$ cat src/rtl/compdec_pkg.sv
// Shared constants for the RV32C expander: RV32 base opcodes, quadrant
// codes, compressed funct3 selectors and the register-field helper.
package compdec_pkg;

   // RV32I/F major opcodes produced by the expansion
   localparam logic [6:0] OPCODE_OP       = 7'b0110011;
   localparam logic [6:0] OPCODE_OPIMM    = 7'b0010011;
   localparam logic [6:0] OPCODE_LOAD     = 7'b0000011;
   localparam logic [6:0] OPCODE_STORE    = 7'b0100011;
   localparam logic [6:0] OPCODE_LOAD_FP  = 7'b0000111;
   localparam logic [6:0] OPCODE_STORE_FP = 7'b0100111;
   localparam logic [6:0] OPCODE_LUI      = 7'b0110111;
   localparam logic [6:0] OPCODE_JAL      = 7'b1101111;
   localparam logic [6:0] OPCODE_JALR     = 7'b1100111;
   localparam logic [6:0] OPCODE_BRANCH   = 7'b1100011;
   localparam logic [6:0] OPCODE_SYSTEM   = 7'b1110011;

   // instr[1:0]; QUAD_NC marks a full 32-bit instruction
   localparam logic [1:0] QUAD_0  = 2'b00;
   localparam logic [1:0] QUAD_1  = 2'b01;
   localparam logic [1:0] QUAD_2  = 2'b10;
   localparam logic [1:0] QUAD_NC = 2'b11;

   // Quadrant 0 funct3 (instr[15:13])
   localparam logic [2:0] C0_ADDI4SPN = 3'b000;
   localparam logic [2:0] C0_FLD      = 3'b001;
   localparam logic [2:0] C0_LW       = 3'b010;
   localparam logic [2:0] C0_FLW      = 3'b011;
   localparam logic [2:0] C0_RSVD     = 3'b100;
   localparam logic [2:0] C0_FSD      = 3'b101;
   localparam logic [2:0] C0_SW       = 3'b110;
   localparam logic [2:0] C0_FSW      = 3'b111;

   // Quadrant 1 funct3
   localparam logic [2:0] C1_ADDI     = 3'b000;
   localparam logic [2:0] C1_JAL      = 3'b001;
   localparam logic [2:0] C1_LI       = 3'b010;
   localparam logic [2:0] C1_LUI      = 3'b011;
   localparam logic [2:0] C1_MISC_ALU = 3'b100;
   localparam logic [2:0] C1_J        = 3'b101;
   localparam logic [2:0] C1_BEQZ     = 3'b110;
   localparam logic [2:0] C1_BNEZ     = 3'b111;

   // Quadrant 2 funct3
   localparam logic [2:0] C2_SLLI     = 3'b000;
   localparam logic [2:0] C2_FLDSP    = 3'b001;
   localparam logic [2:0] C2_LWSP     = 3'b010;
   localparam logic [2:0] C2_FLWSP    = 3'b011;
   localparam logic [2:0] C2_JR_MV    = 3'b100;
   localparam logic [2:0] C2_FSDSP    = 3'b101;
   localparam logic [2:0] C2_SWSP     = 3'b110;
   localparam logic [2:0] C2_FSWSP    = 3'b111;

   // Result of the field-substitution step before illegal masking
   typedef struct packed {
      logic [31:0] instr;      // substituted 32-bit encoding
      logic        reserved;   // reserved / always-illegal encoding
      logic        fp_op;      // FP load/store, needs the FPU
      logic        no_expand;  // no meaningful substitution exists
   } expand_t;

   // rd'/rs1'/rs2' -> x8..x15 (f8..f15)
   function automatic logic [4:0] creg(input logic [2:0] r);
      return {2'b01, r};
   endfunction

endpackage

$ cat src/rtl/compdec_expand.sv
// Combinational RV32C -> RV32I/F expansion.
// Build option: define COMPDEC_ILLEGAL_CHECK_EN to enable reserved-encoding
// detection; otherwise illegal_instr_o is 0 and fields are substituted as-is.
module compdec_expand
   import compdec_pkg::*;
#(
   parameter bit FPU = 1'b0
) (
   input  logic [31:0] instr_i,
   output logic [31:0] instr_o,
   output logic        is_compressed_o,
   output logic        illegal_instr_o
);

`ifdef COMPDEC_ILLEGAL_CHECK_EN
   localparam bit CheckEn = 1'b1;
`else
   localparam bit CheckEn = 1'b0;
`endif

   logic [15:0] c;
   logic [4:0]  rd;
   logic [4:0]  rs2;
   logic [4:0]  rdp;
   logic [4:0]  rs1p;
   expand_t     ex;
   logic        fp_blocked;
   logic        blocked;

   assign c    = instr_i[15:0];
   assign rd   = c[11:7];
   assign rs2  = c[6:2];
   assign rdp  = creg(c[4:2]);
   assign rs1p = creg(c[9:7]);

   // Field substitution for every compressed encoding, plus reserved flags
   always_comb begin
      ex.instr     = instr_i;
      ex.reserved  = 1'b0;
      ex.fp_op     = 1'b0;
      ex.no_expand = 1'b0;
      case (c[1:0])
         QUAD_0: begin
            case (c[15:13])
               C0_ADDI4SPN: begin
                  ex.instr    = {2'b00, c[10:7], c[12:11], c[5], c[6], 2'b00,
                                 5'd2, 3'b000, rdp, OPCODE_OPIMM};
                  ex.reserved = (c[12:5] == 8'h00);
               end
               C0_FLD: begin
                  ex.instr    = {4'b0, c[6:5], c[12:10], 3'b000,
                                 rs1p, 3'b011, rdp, OPCODE_LOAD_FP};
                  ex.reserved = 1'b1;
                  ex.fp_op    = 1'b1;
               end
               C0_LW: ex.instr = {5'b0, c[5], c[12:10], c[6], 2'b00,
                                  rs1p, 3'b010, rdp, OPCODE_LOAD};
               C0_FLW: begin
                  ex.instr = {5'b0, c[5], c[12:10], c[6], 2'b00,
                              rs1p, 3'b010, rdp, OPCODE_LOAD_FP};
                  ex.fp_op = 1'b1;
               end
               C0_RSVD: begin
                  ex.reserved  = 1'b1;
                  ex.no_expand = 1'b1;
               end
               C0_FSD: begin
                  ex.instr    = {4'b0, c[6:5], c[12], rdp, rs1p, 3'b011,
                                 c[11:10], 3'b000, OPCODE_STORE_FP};
                  ex.reserved = 1'b1;
                  ex.fp_op    = 1'b1;
               end
               C0_SW: ex.instr = {5'b0, c[5], c[12], rdp, rs1p, 3'b010,
                                  c[11:10], c[6], 2'b00, OPCODE_STORE};
               C0_FSW: begin
                  ex.instr = {5'b0, c[5], c[12], rdp, rs1p, 3'b010,
                              c[11:10], c[6], 2'b00, OPCODE_STORE_FP};
                  ex.fp_op = 1'b1;
               end
            endcase
         end
         QUAD_1: begin
            case (c[15:13])
               C1_ADDI: ex.instr = {{7{c[12]}}, c[6:2], rd, 3'b000, rd, OPCODE_OPIMM};
               C1_JAL, C1_J: ex.instr = {c[12], c[8], c[10:9], c[6], c[7], c[2], c[11],
                                         c[5:3], c[12], {8{c[12]}},
                                         4'b0000, ~c[15], OPCODE_JAL};
               C1_LI: ex.instr = {{7{c[12]}}, c[6:2], 5'd0, 3'b000, rd, OPCODE_OPIMM};
               C1_LUI: begin
                  if (rd == 5'd2) begin
                     ex.instr = {{3{c[12]}}, c[4:3], c[5], c[2], c[6], 4'b0000,
                                 5'd2, 3'b000, 5'd2, OPCODE_OPIMM};
                  end else begin
                     ex.instr = {{15{c[12]}}, c[6:2], rd, OPCODE_LUI};
                  end
                  ex.reserved = ({c[12], c[6:2]} == 6'b0);
               end
               C1_MISC_ALU: begin
                  case (c[11:10])
                     2'b00: begin
                        ex.instr    = {7'b0000000, c[6:2], rs1p, 3'b101, rs1p, OPCODE_OPIMM};
                        ex.reserved = c[12];
                     end
                     2'b01: begin
                        ex.instr    = {7'b0100000, c[6:2], rs1p, 3'b101, rs1p, OPCODE_OPIMM};
                        ex.reserved = c[12];
                     end
                     2'b10: ex.instr = {{7{c[12]}}, c[6:2], rs1p, 3'b111, rs1p, OPCODE_OPIMM};
                     2'b11: begin
                        case (c[6:5])
                           2'b00: ex.instr = {7'b0100000, rdp, rs1p, 3'b000, rs1p, OPCODE_OP};
                           2'b01: ex.instr = {7'b0000000, rdp, rs1p, 3'b100, rs1p, OPCODE_OP};
                           2'b10: ex.instr = {7'b0000000, rdp, rs1p, 3'b110, rs1p, OPCODE_OP};
                           2'b11: ex.instr = {7'b0000000, rdp, rs1p, 3'b111, rs1p, OPCODE_OP};
                        endcase
                        ex.reserved = c[12];
                     end
                  endcase
               end
               C1_BEQZ, C1_BNEZ: ex.instr = {c[12], {3{c[12]}}, c[6:5], c[2], 5'd0, rs1p,
                                             2'b00, c[13], c[11:10], c[4:3], c[12],
                                             OPCODE_BRANCH};
            endcase
         end
         QUAD_2: begin
            case (c[15:13])
               C2_SLLI: begin
                  ex.instr    = {7'b0000000, c[6:2], rd, 3'b001, rd, OPCODE_OPIMM};
                  ex.reserved = c[12];
               end
               C2_FLDSP: begin
                  ex.instr    = {3'b0, c[4:2], c[12], c[6:5], 3'b000,
                                 5'd2, 3'b011, rd, OPCODE_LOAD_FP};
                  ex.reserved = 1'b1;
                  ex.fp_op    = 1'b1;
               end
               C2_LWSP: begin
                  ex.instr    = {4'b0, c[3:2], c[12], c[6:4], 2'b00,
                                 5'd2, 3'b010, rd, OPCODE_LOAD};
                  ex.reserved = (rd == 5'd0);
               end
               C2_FLWSP: begin
                  ex.instr = {4'b0, c[3:2], c[12], c[6:4], 2'b00,
                              5'd2, 3'b010, rd, OPCODE_LOAD_FP};
                  ex.fp_op = 1'b1;
               end
               C2_JR_MV: begin
                  if (!c[12]) begin
                     if (rs2 == 5'd0) begin
                        ex.instr    = {12'b0, rd, 3'b000, 5'd0, OPCODE_JALR};
                        ex.reserved = (rd == 5'd0);
                     end else begin
                        ex.instr = {7'b0000000, rs2, 5'd0, 3'b000, rd, OPCODE_OP};
                     end
                  end else if (rs2 == 5'd0) begin
                     if (rd == 5'd0) begin
                        ex.instr = {12'h001, 13'b0, OPCODE_SYSTEM};
                     end else begin
                        ex.instr = {12'b0, rd, 3'b000, 5'd1, OPCODE_JALR};
                     end
                  end else begin
                     ex.instr = {7'b0000000, rs2, rd, 3'b000, rd, OPCODE_OP};
                  end
               end
               C2_FSDSP: begin
                  ex.instr    = {3'b0, c[9:7], c[12], rs2, 5'd2, 3'b011,
                                 c[11:10], 3'b000, OPCODE_STORE_FP};
                  ex.reserved = 1'b1;
                  ex.fp_op    = 1'b1;
               end
               C2_SWSP: ex.instr = {4'b0, c[8:7], c[12], rs2, 5'd2, 3'b010,
                                    c[11:9], 2'b00, OPCODE_STORE};
               C2_FSWSP: begin
                  ex.instr = {4'b0, c[8:7], c[12], rs2, 5'd2, 3'b010,
                              c[11:9], 2'b00, OPCODE_STORE_FP};
                  ex.fp_op = 1'b1;
               end
            endcase
         end
         default: ex.instr = instr_i;
      endcase
   end

   // FP loads/stores without an FPU are never expanded; reserved encodings
   // pass through untouched only when the check is built in.
   assign fp_blocked      = ex.fp_op & ~FPU;
   assign blocked         = fp_blocked | ex.no_expand | (CheckEn & ex.reserved);
   assign instr_o         = blocked ? instr_i : ex.instr;
   assign is_compressed_o = (c[1:0] != QUAD_NC);
   assign illegal_instr_o = CheckEn & (ex.reserved | fp_blocked);

endmodule

$ cat src/rtl/compressed_decoder.sv
// RV32C instruction expander with one registered output stage.
// Build option: COMPDEC_ILLEGAL_CHECK_EN enables illegal-encoding detection.
module compressed_decoder
   import compdec_pkg::*;
#(
   parameter bit FPU = 1'b0
) (
   input  logic        clk_i,
   input  logic        rst_ni,
   input  logic        valid_i,
   input  logic [31:0] instr_i,
   output logic        valid_o,
   output logic [31:0] instr_o,
   output logic        is_compressed_o,
   output logic        illegal_instr_o
);

   logic [31:0] exp_instr;
   logic        exp_compressed;
   logic        exp_illegal;

   compdec_expand #(
      .FPU (FPU)
   ) u_expand (
      .instr_i         (instr_i),
      .instr_o         (exp_instr),
      .is_compressed_o (exp_compressed),
      .illegal_instr_o (exp_illegal)
   );

   // Output stage: valid follows every cycle, data loads only on valid_i
   always_ff @(posedge clk_i or negedge rst_ni) begin
      if (!rst_ni) begin
         valid_o         <= 1'b0;
         instr_o         <= '0;
         is_compressed_o <= 1'b0;
         illegal_instr_o <= 1'b0;
      end else begin
         valid_o <= valid_i;
         if (valid_i) begin
            instr_o         <= exp_instr;
            is_compressed_o <= exp_compressed;
            illegal_instr_o <= exp_illegal;
         end
      end
   end

endmodule

$ cat config.mk
export PLATFORM = sky130hd
export DESIGN_NAME = compressed_decoder
export DESIGN_NICKNAME = d
export VERILOG_FILES = /design/src/rtl/compdec_pkg.sv /design/src/rtl/compdec_expand.sv /design/src/rtl/compressed_decoder.sv
export SDC_FILE = /design/constraint.sdc
export NUM_CORES = 1
export LEC_CHECK = 0
export CAP_MARGIN = 20
export CELL_PAD_IN_SITES_DETAIL_PLACEMENT = 0
export CELL_PAD_IN_SITES_GLOBAL_PLACEMENT = 2
export CORE_UTILIZATION = 26
export CTS_BUF_LIST = sky130_fd_sc_hd__clkbuf_4
export CTS_CLUSTER_DIAMETER = 100
export DETAILED_ROUTE_END_ITERATION = 12
export GPL_ROUTABILITY_DRIVEN = 0
export HOLD_SLACK_MARGIN = 0.08
export PLACE_DENSITY_LB_ADDON = 0.1
export SETUP_SLACK_MARGIN = 0.2
export SLEW_MARGIN = 20
export SYNTH_ARGS = -nofsm -noshare
export SYNTH_HDL_FRONTEND = slang
export SYNTH_SLANG_ARGS = --single-unit
$ cat constraint.sdc
create_clock -name clk_i -period 0.9 [get_ports clk_i]
set_clock_uncertainty 0.2 [all_clocks]
set_input_delay 0.18 -clock clk_i [delete_from_list [all_inputs] [get_ports clk_i]]
set_output_delay 0.18 -clock clk_i [all_outputs]
set_load 0.05 [all_outputs]
==> flow_summary.json, run 1 <==
{
  "status": "complete, but fails checks",
  "violations": "hold timing, setup timing",
  "syn_nets": 455,
  "die_h_um": 110.2,
  "clk_latency_ps": 350,
  "drive_above_1_share": 0.5740,
  "r2r_end": "instr_o[18]",
  "antenna_found_initial": 0,
  "cp-start-kind": "input port",
  "postRouteWirelength_um": 15520,
  "syn_avg_cell_area_sq_um": 7.329,
  "cts_tree": "yes",
  "hold_viol_final": 34,
  "place_ws_ps": -1728,
  "initial_core_util": 0.2664,
  "cp_data_required_time_ps": 1000,
  "power_density_mw_per_mm2": 1146,
  "r2r_cells": 2,
  "drcViolationCount": 0,
  "final_area_sq_mm": 0.006082,
  "slowest_delay_ps": 520,
  "clock_path_buffers": 2,
  "dpl-instance-area_sq_mm": 0.005266,
  "p_clk_frac": 0.129,
  "fin_crit_ps": 1784,
  "yosys.area.top_type": "dfrtp_1",
  "cts_root_buf": "clkbuf_4",
  "antenna_cells_inserted": 0,
  "synth_top_area_share": 0.2797,
  "synth_top_flop_cell": "dfrtp_1",
  "grt_pass1_wl_um": 23790,
  "p_int_w": 0.004020,
  "critical-path-slowest-cell": "or4_4",
  "htree_levels": 2,
  "synth_edf_count": 0,
  "synthDistinctLibCells": 58,
  "row_count": 39,
  "drt_iter0_markers": 271,
  "port_buffers": 68,
  "syn_inst": 415,
  "dieArea_sq_mm": 0.01214,
  "finalSetupViolCount": 66,
  "ys_ff_latch": 34,
  "path_cells": "buf_6 -> or2_4 -> or4_4 -> a311oi_4 -> o21ai_1 -> a31oi_1 -> mux2_4",
  "power_frac_seq": 0.287,
  "nets": 640,
  "die_w_um": 110.2,
  "hp-class": "in2async",
  "crit_family": "simple AND/OR/NAND/NOR gates",
  "hpwl_um": 11540,
  "cp_num_buf_inv": 1,
  "cts_buffers": 5,
  "max_freq_mhz": 560.5,
  "async_flop_share": 1.000,
  "synth_warnings": 0,
  "grt_pass1_vias": 4218,
  "cap_viol_max_count": 0,
  "multi_input_area_sq_mm": 0.002547,
  "power.share.switching": 0.4234,
  "crit_start": "instr_i[6]",
  "pwr-share-comb": 0.584,
  "fillCellCount": 1089,
  "timing.final.crit_share": 1.982,
  "grt_max_degree": 35,
  "max-vdd-ir-drop_v": 0.0007290,
  "dr.pass1.iters": 5,
  "endpoint": "instr_o[17]",
  "yosysSeqAreaShare": 0.2797,
  "worst_ep_arrival_time_ps": 1890,
  "most-common-layout-cells": "123 x buf_4, 38 x buf_12, 34 x dfrtp_2, 31 x nand2_1, 31 x nor2_1",
  "setup_ws_ps": -884.0,
  "cp-end-kind": "flip-flop",
  "cp_num_cells": 7,
  "yosys-top-cells-area": "dfrtp_1 28%, o21ai_0 7.7%, a21oi_1 6.6%",
  "rr_startpoint": "instr_o[18]",
  "hold_ws_ps": -456.2,
  "finalPower_w": 0.006972,
  "leakagePower_nw": 2.474,
  "path_class": "in2reg",
  "ant_nets": 0,
  "cp_max_fo": 4,
  "rsz0062_at_grt": "true",
  "clock_sinks": 34,
  "regArea_sq_um": 893.4,
  "grt_use_total": 0.2673,
  "core_sq_mm": 0.01142,
  "overflow": 0,
  "synth_area_sq_mm": 0.003042,
  "final_common_cell": "buf_4",
  "switchingPower_w": 0.002952,
  "pin_count": 70,
  "viasPerCell": 5.610,
  "clkTransAtPathRegs_ps": 130,
  "rrSetupSlack_ps": -240,
  "vias": 4174,
  "maxSlewViolCount": 0,
  "routedWlPerCell_um": 20.85,
  "syn2layout_area_growth_pct": 99.96
}
==> worst register-to-register path, stage by stage, from the launching register on <==
cell,delay [ps]
dfrtp_2,440
buf_4,140
mux2_4,260
==> Yosys cell counts (2+ instances only) <==
cell,instances
nor2b_1,7
o21ai_0,47
o311ai_0,2
o22ai_1,7
nand3b_1,3
nor4_1,3
nand2_1,35
o221ai_1,6
a221oi_1,8
a21oi_1,40
o211ai_1,6
a41oi_1,4
a32oi_1,3
o31ai_1,7
inv_1,22
buf_6,2
or2_2,2
a22oi_1,6
nor3_1,3
buf_2,8
a31oi_1,14
a211o_1,2
mux2_2,4
o21a_1,5
a21o_1,3
buf_1,2
nor3b_1,2
a211oi_1,6
nand3_1,12
nand2b_1,11
clkbuf_1,29
ha_1,5
buf_4,2
nor2_1,37
mux2i_1,3
o2111ai_1,2
dfrtp_1,34
==> registers in the layout, indices dropped and copies added (netlist names) <==
name and count:
is_compressed_o 1, valid_o 1, instr_o 32
==> metal layers <==
| metal | track usage | share of wire | vias up | wire (um) |
|---|---|---|---|---|
| met4 | 0.1372 | 0.053 | 0 | 830 |
| met5 | 0 | 0 | - | 0 |
| met3 | 0.04762 | 0.065 | 56 | 1008 |
| met2 | 0.4446 | 0.47 | 197 | 7333 |
| met1 | 0.3300 | 0.41 | 2026 | 6344 |
| li1 | - | - | 1895 | - |
==> cell families after synthesis <==
kind of cell | Yosys count | share of synthesized area
flops | 34 | 0.2797
simple gates | 123 | 0.1933
other cells | 1 | 0.001233
fa+ha+maj | 5 | 0.02057
compound gates | 178 | 0.3838
mux | 7 | 0.02468
buf+inv | 67 | 0.09666
==> power groups by stage <==
stage | Combinational (W) | Clock, W | Sequential, W
global placement | 0.00358 | 0 | 0.00203
finish | 0.00407 | 0.000896 | 0.00200
global route | 0.00429 | 0.000991 | 0.00203
detailed placement | 0.00358 | 0 | 0.00204
floorplan | 0.00107 | 0 | 0.00262
CTS | 0.00389 | 0.000944 | 0.00201
==> timing repair <==
action                     CTS  global route
resized for setup          157            43
hold endpoints to repair    36            37
pin swaps                   45            27
setup buffers               10            13
gates cloned                 1             1
setup endpoints to repair   67            67
==> through the flow <==
| step | TNS (ps) | hold WS [ps] | utilization | instances |
|---|---|---|---|---|
| global route | -40820 | -447.8 | 0.5327 | 744 |
| CTS | -37780 | -448.7 | 0.5082 | 730 |
| global placement | -52880 | -43.11 | 0.4612 | 711 |
| floorplan | -26380 | -315.6 | - | 415 |
| detailed placement | -53720 | -45.52 | 0.4612 | 711 |
| finish | -38340 | -456.2 | 0.5327 | 744 |
==> how the worst min path moves through the flow <==
stage | startpoint | endpoint | slack, ps
floorplan | rst_ni | instr_o[0] | -320
global placement | rst_ni | instr_o[18] | -40
finish | rst_ni | instr_o[3] | -460
global route | rst_ni | valid_o | -450
CTS | rst_ni | instr_o[3] | -450
detailed placement | rst_ni | instr_o[7] | -50
==> layout make-up <==
cell class / count / share of cell area
inverters: 23 / 0.01646
multi-input cells: 314 / 0.4188
clock buffers: 5 / 0.006172
clock inverters: 3 / 0.002674
repair buffers: 222 / 0.3796
well taps: 143 / 0.02942
flip-flops and latches: 34 / 0.1469
Power figures use the tool's default switching activity.
==> inputs of run 2 (changes only) <==
Settings changed: CORE_UTILIZATION 26 to 31, SLEW_MARGIN 20 to default.
Clock period 0.9 ns to 2.2 ns, I/O delays scaled along.
==> flow_summary.json, run 2 (same netlist as run 1, synthesis figures left out) <==
{
  "status": "finished, final reports clean",
  "hold_ws_ps": 286.8,
  "dieArea_sq_mm": 0.01021,
  "maxSlewViolCount": 0,
  "initial_core_util": 0.3246,
  "die_w_um": 101.1,
  "row_count": 35,
  "switchingPower_w": 0.001068,
  "port_buffers": 68,
  "p_clk_frac": 0.156,
  "routedWlPerCell_um": 19.75,
  "cp_max_fo": 6,
  "grt_use_total": 0.2852,
  "viasPerCell": 5.730,
  "dp.cells": 688,
  "syn2layout_area_growth_pct": 65.03,
  "dr.pass1.iters": 5,
  "nets": 618,
  "finalSetupViolCount": 0,
  "core_sq_mm": 0.009371,
  "critical-path-slowest-cell": "a211oi_4",
  "grt_pass1_wl_um": 21850,
  "cap_viol_max_count": 0,
  "overflow": 0,
  "hp-class": "reg2reg",
  "clkTransAtPathRegs_ps": 120,
  "cp-start-kind": "input port",
  "clk_latency_ps": 350,
  "power_frac_seq": 0.315,
  "max_freq_mhz": 498.8,
  "use_met2": 0.4762,
  "drcViolationCount": 0,
  "antenna_cells_inserted": 0,
  "cts_tree": "yes",
  "tightest_slew_ps": 493.5,
  "top_usage_layer": "met2",
  "cp-end-kind": "flip-flop",
  "largest_registers": "instr_o x32, is_compressed_o x1, valid_o x1",
  "htree_levels": 2,
  "cp_data_required_time_ps": 2250,
  "p_int_w": 0.001321,
  "grtUsageMet1": 0.3528,
  "slowest_delay_ps": 350,
  "regMostFlops": "instr_o",
  "path_cells": "buf_6 -> buf_6 -> ha_4 -> or2_4 -> a211oi_4 -> buf_6 -> buf_12 -> a31oi_4 -> mux2_4",
  "antenna_found_initial": 0,
  "hold_viol_final": 0,
  "cts_buffers": 5,
  "drive_above_1_share": 0.3679,
  "fillCellCount": 969,
  "power.share.switching": 0.4471,
  "crit_path_frequent_cell": "buf_6",
  "largest_reg_flops": 32,
  "hpwl_um": 10630,
  "rsz0062_at_grt": "true",
  "grt_pass1_vias": 3981,
  "clock_sinks": 34,
  "max-vdd-ir-drop_v": 0.0002950,
  "die_h_um": 101.1,
  "leakagePower_nw": 2.170,
  "pwr-share-comb": 0.529,
  "cts_root_buf": "clkbuf_4",
  "pin_count": 70,
  "slew-limit-headroom": 0.6675,
  "clock_path_buffers": 2,
  "final_common_cell": "buf_4",
  "worst_ep_arrival_time_ps": 2060,
  "power_density_mw_per_mm2": 475.9,
  "drt_iter0_markers": 340,
  "vias": 4057,
  "grt_max_degree": 35,
  "timing.final.crit_share": 0.9113,
  "postRouteWirelength_um": 13980,
  "met3_usage": 0.05270,
  "most-common-layout-cells": "123 x buf_4, 38 x o21ai_0, 36 x a21oi_1, 36 x nor2_1, 34 x dfrtp_1",
  "fin_crit_ps": 2005,
  "path_class": "in2reg",
  "stdcell_count": 708,
  "ant_nets": 0
}
[run 2: changes by cell type in the layout (fill, tap and decap cells not counted), sizes merged, moves of 2 or more]
cell / delta
dlygate4sd2: +28
clkbuf: +2
buf: -55
clkdlybuf4s15: +2
[run 2: layer usage]
layer,wire [um],vias to the layer above
li1,-,1858
met1,5754,1950
met2,6770,204
met3,909,45
met4,550,0
met5,0,-
[run 2: per-stage QoR]
step             util  setup TNS (ps)  power (W)  worst slack, ps  area [sq um]
4_1_cts        0.5232               0   0.002368            179.1          4903
5_1_grt        0.5356               0   0.002517            136.3          5020
6_report       0.5356               0   0.002389            195.2          5020
3_5_place_dp   0.4996          -15580   0.001997           -605.5          4682
3_3_place_gp   0.4996          -14510   0.001994           -611.9          4682
2_1_floorplan       -          -76.62   0.001465           -40.18          3189
[run 2: worst max-delay path: cells and delay by family]
family	cells	cell delay (ps)
AND/OR/NAND/NOR	1	260
AO/OA/AOI/OAI	2	420
buffers and inverters	4	530
multiplexers	1	260
adder cells (fa/ha/maj)	1	140
[run 2: worst paths after layout]
path                              from           to  slack (ps)  depth (start not counted)
hold / removal             instr_o[12]  instr_o[12]         290                          1
max in group asynchronous       rst_ni  instr_o[21]        1040                          3
setup / recovery            instr_i[1]  instr_o[17]         200                          9
min in group asynchronous       rst_ni  instr_o[17]         430                          3
setup reg to reg           instr_o[18]  instr_o[18]        1230                          1
hold reg to reg            instr_o[12]  instr_o[12]         290                          1
[run 2: what timing repair did]
item                                    CTS  global route
setup buffers                             8             1
hold endpoints to repair                 34             0
pin swaps                                22            12
hold buffers                              1             0
gates resized for setup                 110            28
endpoints found under the setup margin   60            25
cloned                                    2             0
[run 2: area by class of cell]
type,count,area [sq um],share of cell area
inverter,23,93.84,0.01869
clock inverter,2,8.758,0.001745
sequential,34,850.8,0.1695
multi-input combinational,314,2198,0.4379
timing repair buffer,200,1662,0.3310
clock buffer,6,45.04,0.008973
tap,129,161.4,0.03215
[run 2: power by group through the flow]
| stage | logic, W | registers [W] | clock network (W) |
|---|---|---|---|
| floorplan | 0.000412 | 0.00105 | 0 |
| global placement | 0.00123 | 0.000766 | 0 |
| detailed placement | 0.00123 | 0.000768 | 0 |
| CTS | 0.00123 | 0.000755 | 0.000382 |
| global route | 0.00134 | 0.000765 | 0.000412 |
| finish | 0.00126 | 0.000753 | 0.000371 |
